## src/rtl/img_pkg.sv

```systemverilog
// Shared image-pipeline package.
// Holds the default frame geometry used by the line buffers, the median
// filter and the detection stages, the default foreground threshold, and
// helpers that derive coordinate and counter widths from the geometry.
package img_pkg;

    localparam int IMG_COL_DEF   = 1280;
    localparam int IMG_ROW_DEF   = 720;
    localparam int FG_THRESH_DEF = 128;

    // Width needed to hold a coordinate in 0 .. n-1 (never narrower than 1 bit).
    function automatic int coord_width(input int n);
        return (n > 1) ? $clog2(n) : 1;
    endfunction

    // Width needed to hold a pixel count in 0 .. cols*rows inclusive.
    function automatic int count_width(input int cols, input int rows);
        return $clog2(cols * rows + 1);
    endfunction

endpackage

```

## src/rtl/pixel_coord_counter.sv

```systemverilog
// Raster coordinate tracker.
// Advances (col,row) once per valid pixel and flags the final pixel of a frame.
// Ports:
//   clk, rst_n      pixel clock, asynchronous active-low reset
//   in_de           pixel valid; counters hold while low
//   col, row        coordinate of the pixel currently presented on in_de
//   last_pix        combinational: in_de on the bottom-right pixel of the frame
module pixel_coord_counter
    import img_pkg::*;
#(
    parameter  int IMG_COL = IMG_COL_DEF,
    parameter  int IMG_ROW = IMG_ROW_DEF,
    localparam int XW      = coord_width(IMG_COL),
    localparam int YW      = coord_width(IMG_ROW)
) (
    input  logic          clk,
    input  logic          rst_n,
    input  logic          in_de,
    output logic [XW-1:0] col,
    output logic [YW-1:0] row,
    output logic          last_pix
);

    localparam logic [XW-1:0] COL_LAST = XW'(IMG_COL - 1);
    localparam logic [YW-1:0] ROW_LAST = YW'(IMG_ROW - 1);

    logic [XW-1:0] col_r;
    logic [YW-1:0] row_r;
    logic [XW-1:0] col_nxt_s;
    logic [YW-1:0] row_nxt_s;
    logic          last_pix_s;

    // Next-coordinate logic: wrap the column at end of line, the row at end of frame.
    always_comb begin
        col_nxt_s  = col_r;
        row_nxt_s  = row_r;
        last_pix_s = 1'b0;
        if (in_de) begin
            last_pix_s = (col_r == COL_LAST) && (row_r == ROW_LAST);
            if (col_r == COL_LAST) begin
                col_nxt_s = {XW{1'b0}};
                if (row_r == ROW_LAST) begin
                    row_nxt_s = {YW{1'b0}};
                end else begin
                    row_nxt_s = row_r + YW'(1);
                end
            end else begin
                col_nxt_s = col_r + XW'(1);
                row_nxt_s = row_r;
            end
        end else begin
            col_nxt_s  = col_r;
            row_nxt_s  = row_r;
            last_pix_s = 1'b0;
        end
    end

    // Coordinate registers.
    always_ff @(posedge clk or negedge rst_n) begin
        if (!rst_n) begin
            col_r <= {XW{1'b0}};
            row_r <= {YW{1'b0}};
        end else begin
            col_r <= col_nxt_s;
            row_r <= row_nxt_s;
        end
    end

    assign col      = col_r;
    assign row      = row_r;
    assign last_pix = last_pix_s;

endmodule

```

## src/rtl/face_bbox_detect.sv

```systemverilog
// Face bounding-box detector.
// Thresholds the filtered skin mask, accumulates the bounding box and
// foreground pixel count over a frame and publishes a registered result once
// per frame, one cycle after the frame's last pixel.
// Ports:
//   clk, rst_n            pixel clock, asynchronous active-low reset
//   in_de, in_data        filtered mask pixel stream (one pixel per clk when in_de)
//   box_valid             one-cycle pulse when a new frame result is committed
//   box_found             committed frame reached MIN_PIX foreground pixels
//   x_min/x_max/y_min/y_max  committed box (all zero when no face was found)
//   fg_count              true foreground pixel count of the committed frame
module face_bbox_detect
    import img_pkg::*;
#(
    parameter  int IMG_COL   = IMG_COL_DEF,
    parameter  int IMG_ROW   = IMG_ROW_DEF,
    parameter  int FG_THRESH = FG_THRESH_DEF,
    parameter  int MIN_PIX   = 256,
    localparam int XW        = coord_width(IMG_COL),
    localparam int YW        = coord_width(IMG_ROW),
    localparam int CW        = count_width(IMG_COL, IMG_ROW)
) (
    input  logic          clk,
    input  logic          rst_n,
    input  logic          in_de,
    input  logic [7:0]    in_data,
    output logic          box_valid,
    output logic          box_found,
    output logic [XW-1:0] x_min,
    output logic [XW-1:0] x_max,
    output logic [YW-1:0] y_min,
    output logic [YW-1:0] y_max,
    output logic [CW-1:0] fg_count
);

    localparam logic [7:0]    THRESH   = 8'(FG_THRESH);
    localparam logic [CW-1:0] MIN_CNT  = CW'(MIN_PIX);
    localparam logic [XW-1:0] XMIN_INIT = XW'(IMG_COL - 1);
    localparam logic [YW-1:0] YMIN_INIT = YW'(IMG_ROW - 1);

    logic [XW-1:0] col_s;
    logic [YW-1:0] row_s;
    logic          last_pix_s;

    pixel_coord_counter #(
        .IMG_COL (IMG_COL),
        .IMG_ROW (IMG_ROW)
    ) u_coord (
        .clk      (clk),
        .rst_n    (rst_n),
        .in_de    (in_de),
        .col      (col_s),
        .row      (row_s),
        .last_pix (last_pix_s)
    );

    // Running (in-frame) accumulators.
    logic [XW-1:0] rx_min_r, rx_max_r;
    logic [YW-1:0] ry_min_r, ry_max_r;
    logic [CW-1:0] rcnt_r;

    // Accumulators merged with the current pixel; feeds both the running
    // registers and the commit path so the last pixel is never lost.
    logic          fg_s;
    logic [XW-1:0] mx_min_s, mx_max_s;
    logic [YW-1:0] my_min_s, my_max_s;
    logic [CW-1:0] mcnt_s;

    // Next-state values.
    logic [XW-1:0] rx_min_nxt_s, rx_max_nxt_s;
    logic [YW-1:0] ry_min_nxt_s, ry_max_nxt_s;
    logic [CW-1:0] rcnt_nxt_s;
    logic          box_valid_nxt_s, box_found_nxt_s;
    logic [XW-1:0] x_min_nxt_s, x_max_nxt_s;
    logic [YW-1:0] y_min_nxt_s, y_max_nxt_s;
    logic [CW-1:0] fg_count_nxt_s;

    logic          box_valid_r, box_found_r;
    logic [XW-1:0] x_min_r, x_max_r;
    logic [YW-1:0] y_min_r, y_max_r;
    logic [CW-1:0] fg_count_r;

    // Foreground decision and merge of the current pixel into the accumulators.
    always_comb begin
        fg_s     = 1'b0;
        mx_min_s = rx_min_r;
        mx_max_s = rx_max_r;
        my_min_s = ry_min_r;
        my_max_s = ry_max_r;
        mcnt_s   = rcnt_r;
        if (in_de && (in_data >= THRESH)) begin
            fg_s     = 1'b1;
            mx_min_s = (col_s < rx_min_r) ? col_s : rx_min_r;
            mx_max_s = (col_s > rx_max_r) ? col_s : rx_max_r;
            my_min_s = (row_s < ry_min_r) ? row_s : ry_min_r;
            my_max_s = (row_s > ry_max_r) ? row_s : ry_max_r;
            mcnt_s   = rcnt_r + CW'(1);
        end else begin
            fg_s     = 1'b0;
        end
    end

    // Running registers restart on the commit cycle so a back-to-back frame
    // starts clean on the following pixel.
    always_comb begin
        rx_min_nxt_s = mx_min_s;
        rx_max_nxt_s = mx_max_s;
        ry_min_nxt_s = my_min_s;
        ry_max_nxt_s = my_max_s;
        rcnt_nxt_s   = mcnt_s;
        if (last_pix_s) begin
            rx_min_nxt_s = XMIN_INIT;
            rx_max_nxt_s = {XW{1'b0}};
            ry_min_nxt_s = YMIN_INIT;
            ry_max_nxt_s = {YW{1'b0}};
            rcnt_nxt_s   = {CW{1'b0}};
        end else begin
            rx_min_nxt_s = mx_min_s;
            rx_max_nxt_s = mx_max_s;
            ry_min_nxt_s = my_min_s;
            ry_max_nxt_s = my_max_s;
            rcnt_nxt_s   = mcnt_s;
        end
    end

    // Commit path: publish the merged result on the last pixel, otherwise hold.
    always_comb begin
        box_valid_nxt_s = 1'b0;
        box_found_nxt_s = box_found_r;
        x_min_nxt_s     = x_min_r;
        x_max_nxt_s     = x_max_r;
        y_min_nxt_s     = y_min_r;
        y_max_nxt_s     = y_max_r;
        fg_count_nxt_s  = fg_count_r;
        if (last_pix_s) begin
            box_valid_nxt_s = 1'b1;
            fg_count_nxt_s  = mcnt_s;
            if (mcnt_s >= MIN_CNT) begin
                box_found_nxt_s = 1'b1;
                x_min_nxt_s     = mx_min_s;
                x_max_nxt_s     = mx_max_s;
                y_min_nxt_s     = my_min_s;
                y_max_nxt_s     = my_max_s;
            end else begin
                box_found_nxt_s = 1'b0;
                x_min_nxt_s     = {XW{1'b0}};
                x_max_nxt_s     = {XW{1'b0}};
                y_min_nxt_s     = {YW{1'b0}};
                y_max_nxt_s     = {YW{1'b0}};
            end
        end else begin
            box_valid_nxt_s = 1'b0;
        end
    end

    // Running accumulator registers.
    always_ff @(posedge clk or negedge rst_n) begin
        if (!rst_n) begin
            rx_min_r <= XMIN_INIT;
            rx_max_r <= {XW{1'b0}};
            ry_min_r <= YMIN_INIT;
            ry_max_r <= {YW{1'b0}};
            rcnt_r   <= {CW{1'b0}};
        end else begin
            rx_min_r <= rx_min_nxt_s;
            rx_max_r <= rx_max_nxt_s;
            ry_min_r <= ry_min_nxt_s;
            ry_max_r <= ry_max_nxt_s;
            rcnt_r   <= rcnt_nxt_s;
        end
    end

    // Committed result registers.
    always_ff @(posedge clk or negedge rst_n) begin
        if (!rst_n) begin
            box_valid_r <= 1'b0;
            box_found_r <= 1'b0;
            x_min_r     <= {XW{1'b0}};
            x_max_r     <= {XW{1'b0}};
            y_min_r     <= {YW{1'b0}};
            y_max_r     <= {YW{1'b0}};
            fg_count_r  <= {CW{1'b0}};
        end else begin
            box_valid_r <= box_valid_nxt_s;
            box_found_r <= box_found_nxt_s;
            x_min_r     <= x_min_nxt_s;
            x_max_r     <= x_max_nxt_s;
            y_min_r     <= y_min_nxt_s;
            y_max_r     <= y_max_nxt_s;
            fg_count_r  <= fg_count_nxt_s;
        end
    end

    assign box_valid = box_valid_r;
    assign box_found = box_found_r;
    assign x_min     = x_min_r;
    assign x_max     = x_max_r;
    assign y_min     = y_min_r;
    assign y_max     = y_max_r;
    assign fg_count  = fg_count_r;

endmodule

```

## config.mk

```make
export PLATFORM = sky130hd
export DESIGN_NAME = face_bbox_detect
export DESIGN_NICKNAME = d
export VERILOG_FILES = /design/src/rtl/img_pkg.sv /design/src/rtl/pixel_coord_counter.sv /design/src/rtl/face_bbox_detect.sv
export SDC_FILE = /design/constraint.sdc
export NUM_CORES = 1
export LEC_CHECK = 0
export CAP_MARGIN = 0
export CORE_ASPECT_RATIO = 0.5
export CORE_MARGIN = 2
export CORE_UTILIZATION = 54
export DETAILED_ROUTE_END_ITERATION = 8
export PLACE_DENSITY = 0.76
export REMOVE_ABC_BUFFERS = 1
export SLEW_MARGIN = 30
export SYNTH_ARGS = -nofsm -noshare
export SYNTH_HDL_FRONTEND = slang
export SYNTH_HIERARCHICAL = 1
export SYNTH_SLANG_ARGS = --single-unit
```

## constraint.sdc

```tcl
create_clock -name clk -period 2.7 [get_ports clk]
set_input_delay 0.54 -clock clk [delete_from_list [all_inputs] [get_ports clk]]
set_output_delay 0.54 -clock clk [all_outputs]
set_load 0.03 [all_outputs]
```

==> metrics.md, run 1 <==
| Metric | Value |
|---|---|
| Fin crit share | 95.32% |
| Fin. max-slew vios | 0 |
| Syn_area_per_cell | 10.62 sq um |
| I/O Pins | 75 |
| Initial Utilization | 54.86% |
| Area Growth Syn to Fin | 24.41% |
| DRT Pass-1 Iters | 4 |
| Peak VDD IR | 0.3954 mV |
| Maxcap violations | 0 |
| Largest net degree at the start of global routing | 50 |
| Post-synth EDFFs | 0 |
| GPL Wtd Cong | 0.8488 |
| Detail Placement HPWL | 10.87 mm |
| Reg area | 3699 sq um |
| CTS root buf | clkbuf_16 |
| Sequential fraction of the synthesis area | 50.17% |
| Fin nets | 852 |
| Worst-path fanout max | 10 |
| CTS Buf Count | 17 |
| Vias per cell | 5.609 |
| Worst-Margin Slew | 628.5 ps |
| CTS Sinks | 147 |
| Initial antenna violation count | 0 |
| # DRC | 0 |
| Die height | 86.62 microns |
| Core area | 13440 sq um |
| Critical Path Source Type | flop |
| Vias in the first global route | 5549 |
| Placed cell area | 8579 sq um |
| Diodes inserted | 0 |
| Hold crit path type | in -> async |
| Area of the multi-input gates | 3343 sq um |
| Final WS setup | 126.4 ps |
| Clk_lat worst skew | 420 ps |
| Num rows | 30 |
| Layout fillers | 1021 |
| Placed cell count | 955 |
| RSZ-0062 raised after global routing | false |
| Routed WL | 15.71 mm |
| Ys async rst share | 100.0% |
| Fin cells | 987 |
| Static Leak | 4.293 nW |
| Post-Place Setup Slack | -260.9 ps |
| R2R depth | 9 |
| Worst path arrival time | 2870 ps |
| Pwr Density | 676.2 nW/um^2 |
| Final min period | 2574 ps |
| Critical path type | reg -> reg |
| Max-slew headroom | 57.02% |
| Layout cell share with drive strength beyond 1 | 15.91% |
| Top_reg_cell synth | dfrtp_1 |
| # setup viols final | 0 |
| Setup Skew | 13.93 ps |
| Yosys cell types | 63 |
| R2R Setup Slk | 130 ps |
| Post-Route Setup TNS | 0 ps |
| First-pass GRT wire length | 26.61 mm |
| Post-CTS setup buffers | 0 |
| Die X | 169.2 microns |
| Post-synthesis cell area | 7372 sq um |
| Port buffer count | 67 |
| Initial DRC count | 370 |
| Die area | 14660 sq um |
| Register bit count reported by yosys | 147 |
| Post-DR wirelength/cell | 15.91 microns |
| CP endpoint kind | flop |
| Fin. Hold Viols | 0 |
| Post-CTS sizing | 0 |
| Overall routing resource usage | 22.86% |
| Via count | 5536 |
| Design Power | 6.202 mW |
| Gr ovfl total | 0 |
| Commonest non-fill, non-tap cell in the layout | dfrtp_1 |
| Syn. warnings | 6 |
| Post-synthesis instance total | 694 |
| Status | finished clean |
| Clk buf depth | 2 |
| CTS H-tree depth | 4 |
| Finished Cell Area | 9171 sq um |
| Required time of the critical path | 3000 ps |
| Cts hold-fix bufs | 0 |
| Clock Pin Slew Worst Setup and Hold Paths | 70 ps |
| CTS tree | yes |
| Max frequency | 388.6 MHz |
| DRT antenna net count | 0 |
| Most frequent cells in the layout | dfrtp_1 (131), nor2_1 (74), clkdlybuf4s50_1 (66) |
==> registers in the layout (all words and copies together), names as in the netlist <==
name	flops
rcnt_r	20
box_valid	1
rx_min_r	11
u_coord/col	11
ry_max_r	10
fg_count	20
u_coord/row	10
x_min	11
ry_min_r	10
y_min	10
x_max	11
box_found	1
y_max	10
rx_max_r	11
==> critical path, cell delays in order (launching register included) <==
cell	delay, ps
dfstp_2	530
inv_1	40
ha_1	290
a211o_1	290
a21oi_1	110
o21ai_0	130
a2111oi_2	370
buf_4	270
mux2i_1	320
o31ai_1	110
==> Yosys cell counts, types with 3 or more instances <==
master	n	area, sq um
and4_1	7	61.31
xor2_1	14	122.6
o22ai_1	5	31.28
nor4_1	4	25.02
o21ai_0	12	60.06
xnor2_1	15	131.4
o2bb2ai_2	9	135.1
o21ai_1	5	25.02
o31ai_1	21	157.7
o2bb2ai_1	13	113.9
nor3_1	8	40.04
a21o_1	3	22.52
nand2b_1	4	25.02
nor2_1	75	281.5
a211oi_1	4	30.03
nand3_1	14	70.07
mux2i_1	43	430.4
buf_6	3	33.78
dfrtp_1	131	3278
dfstp_2	16	420.4
clkbuf_1	18	67.56
a21oi_1	40	200.2
inv_1	53	198.9
nand2_1	58	217.7
nand4_1	16	100.1
buf_2	4	20.02
nor2b_1	5	31.28
buf_1	3	11.26
and3_1	7	43.79
ha_1	43	538.0
==> where the power goes <==
group / leakage [nW] / total [mW] / internal [mW] / switching (mW)
clock: 0.281 / 2.35 / 1.40 / 0.953
sequential: 1.92 / 2.58 / 2.42 / 0.161
combinational: 2.09 / 1.27 / 0.539 / 0.729
==> kinds of logic (layout without fill, tap and decap cells) <==
logic type / Yosys count / in the layout / share of synthesized area, %
XOR/XNOR: 31 / 31 / 3.887
adder cells (fa/ha/maj): 43 / 43 / 7.298
AND/OR/NAND/NOR: 221 / 221 / 15.78
flip-flops: 147 / 147 / 50.17
AO/OA/AOI/OAI: 124 / 124 / 12.20
buffers and inverters: 85 / 202 / 4.820
multiplexers: 43 / 43 / 5.838
==> per-stage QoR <==
step	hold slack [ps]	utilization [%]
finish	53.64	68.25
global placement	468.5	63.85
floorplan	244.4	-
global route	79.33	68.25
detailed placement	470.9	63.85
CTS	68.07	68.25
==> final cells by class <==
| cell class | instances | area share, % |
|---|---|---|
| timing repair buffer | 116 | 12.16 |
| multi-input combinational | 462 | 36.45 |
| clock buffer | 19 | 4.829 |
| sequential | 147 | 40.33 |
| clock inverter | 13 | 1.623 |
| inverter | 54 | 2.210 |
| tap | 176 | 2.401 |
==> path summary, 6_finish.rpt <==
| path | startpoint | endpoint |
|---|---|---|
| max | ry_min_r[3]$_DFF_PN1_ | y_min[5]$_DFFE_PN0P_ |
| min | rst_n | y_max[6]$_DFFE_PN0P_ |
| max reg2reg | ry_min_r[3]$_DFF_PN1_ | y_min[5]$_DFFE_PN0P_ |
| min reg2reg | y_min[7]$_DFFE_PN0P_ | y_min[7]$_DFFE_PN0P_ |
| max in group asynchronous | rst_n | x_max[0]$_DFFE_PN0P_ |
| min in group clk | y_min[7]$_DFFE_PN0P_ | y_min[7]$_DFFE_PN0P_ |
==> metal layers <==
metal | up-vias | GRT usage [%] | wire length, microns
li1 | 2660 | - | -
met1 | 2746 | 29.79 | 7341
met2 | 111 | 38.59 | 7553
met3 | 19 | 5.571 | 622
met4 | 0 | 6.605 | 188
met5 | - | 0 | 0
No activity file was read; power rests on OpenSTA's default activity.
==> run 2: changes to the inputs <==
--- a/config.mk
+++ b/config.mk
@@ -12,6 +12,7 @@
 export DETAILED_ROUTE_END_ITERATION = 8
 export PLACE_DENSITY = 0.76
 export REMOVE_ABC_BUFFERS = 1
+export SETUP_SLACK_MARGIN = 0.5
 export SLEW_MARGIN = 30
 export SYNTH_ARGS = -nofsm -noshare
 export SYNTH_HDL_FRONTEND = slang
==> metrics.md, run 2 (synthesis results as in run 1) <==
| Metric | Value |
|---|---|
| Status | finished clean |
| Initial DRC count | 434 |
| Detail Placement HPWL | 10.87 mm |
| CTS Sinks | 147 |
| CTS H-tree depth | 4 |
| Final min period | 2528 ps |
| Vias per cell | 5.861 |
| Num rows | 30 |
| DRT antenna net count | 0 |
| Gr ovfl total | 0 |
| Worst-Margin Slew | 466.8 ps |
| Peak VDD IR | 0.4052 mV |
| GPL Wtd Cong | 0.8488 |
| Clock Pin Slew Worst Setup and Hold Paths | 70 ps |
| Most frequent cells in the layout | dfrtp_1 (116), buf_4 (77), nor2_1 (73) |
| First-pass GRT wire length | 29.14 mm |
| Sequential Power Share | 37.4% |
| Diodes inserted | 0 |
| Switch Pwr | 2.290 mW |
| M2 GR Usage | 44.71% |
| Overall routing resource usage | 25.39% |
| Hold crit path type | in -> async |
| Die area | 14660 sq um |
| Comb power frac | 28.8% |
| Finished Cell Area | 10270 sq um |
| Final WS setup | 172.0 ps |
| Layer with the highest usage | met2 |
| Clk buf depth | 2 |
| Initial antenna violation count | 0 |
| Die X | 169.2 microns |
| Commonest non-fill, non-tap cell in the layout | dfrtp_1 |
| Pwr Density | 688.7 nW/um^2 |
| I/O Pins | 75 |
| Largest net degree at the start of global routing | 50 |
| Layout fillers | 800 |
| Sw frac | 32.38% |
| Max frequency | 395.6 MHz |
| Met1 usage | 31.84% |
| Pint | 4.784 mW |
| CTS Buf Count | 17 |
| Worst-path fanout max | 6 |
| Area Growth Syn to Fin | 39.32% |
| Setup Skew | 12.39 ps |
| # DRC | 0 |
| DRT Pass-1 Iters | 5 |
| RSZ-0062 raised after global routing | true |
| Worst path arrival time | 2840 ps |
| Post-Place Setup Slack | -260.9 ps |
| Routed WL | 20.68 mm |
| Hold WS | 46.06 ps |
| Core area | 13440 sq um |
| Port buffer count | 67 |
| CTS tree | yes |
| Layout cell share with drive strength beyond 1 | 30.61% |
| Fin. max-slew vios | 0 |
| Static Leak | 4.626 nW |
| Post-DR wirelength/cell | 20.04 microns |
| Clock power share | 33.8% |
| Max-slew headroom | 68.88% |
| Via count | 6049 |
| Vias in the first global route | 5940 |
| Clk_lat worst skew | 430 ps |
| Fin. Hold Viols | 0 |
| Fin crit share | 93.63% |
| Initial Utilization | 54.86% |
| Cts hold-fix bufs | 0 |
| Critical path type | reg -> reg |
| CTS root buf | clkbuf_16 |
| Post-Route Setup TNS | 0 ps |
| CP endpoint kind | flop |
| # setup viols final | 0 |
| Required time of the critical path | 3010 ps |
| Met3 Usage GRT | 5.342% |
| Die height | 86.62 microns |
| Critical Path Source Type | flop |
| Fin nets | 897 |
| Maxcap violations | 0 |
| Placed cell area | 8579 sq um |
==> run 2: cell types whose count changed in the layout (fill, tap and decap cells not counted), sizes merged <==
cell           delta
dlygate4sd2       +2
clkbuf            +2
clkdlybuf4s50     -2
buf              +43
==> run 2: metal layers <==
layer / routed length [microns] / vias to the layer above
li1: - / 2752
met1: 8588 / 3039
met2: 10300 / 209
met3: 1157 / 49
met4: 637 / 0
met5: 0 / -
==> run 2: final cells by class <==
type | instances | area (sq um) | area share [%]
timing repair buffer | 161 | 1551 | 15.11
sequential | 147 | 3717 | 36.19
clock inverter | 13 | 148.9 | 1.450
clock buffer | 19 | 442.9 | 4.312
multi-input combinational | 462 | 3988 | 38.82
inverter | 54 | 202.7 | 1.973
tap | 176 | 220.2 | 2.144
==> run 2: final timing paths <==
kind,start,to,slack [ps],depth (start not counted)
max,rx_max_r[3]$_DFF_PN0_,x_max[2]$_DFFE_PN0P_,170,9
min,rst_n,y_max[4]$_DFFE_PN0P_,50,1
max reg2reg,rx_max_r[3]$_DFF_PN0_,x_max[2]$_DFFE_PN0P_,170,9
min reg2reg,y_min[1]$_DFFE_PN0P_,y_min[1]$_DFFE_PN0P_,480,2
max in group asynchronous,rst_n,rcnt_r[13]$_DFF_PN0_,1830,2
min in group clk,y_min[1]$_DFFE_PN0P_,y_min[1]$_DFFE_PN0P_,480,2
==> run 2: worst max-delay path: stages (launching register included) <==
cell and delay [ps]:
dfrtp_1 460, inv_2 80, ha_4 270, nand4_1 210, a211oi_2 350, a2111oi_4 70
nor3_2 310, buf_6 260, mux2i_4 310, o2bb2ai_2 90
==> run 2: what timing repair did <==
item	CTS	global route
cloned	3	2
endpoints found under the setup margin	87	82
pin swaps	20	18
gates resized for setup	55	80
buffers inserted	28	12
==> run 2: stage by stage <==
stage                     util, %  total power [mW]  instances
after floorplan                 -             3.459        663
after global placement      63.85             3.797        955
after detailed placement    63.85             3.877        955
after CTS                   71.83             6.400       1018
after global routing        76.43             7.344       1032
final                       76.43             7.074       1032
==> run 2: power groups by stage <==
stage          sequential (mW)  clock [mW]  combinational (mW)
2_1_floorplan             2.61           0               0.849
3_3_place_gp              2.61           0                1.19
3_5_place_dp              2.62           0                1.25
4_1_cts                   2.57        2.39                1.44
5_1_grt                   2.67        2.52                2.16
6_report                  2.65        2.39                2.03
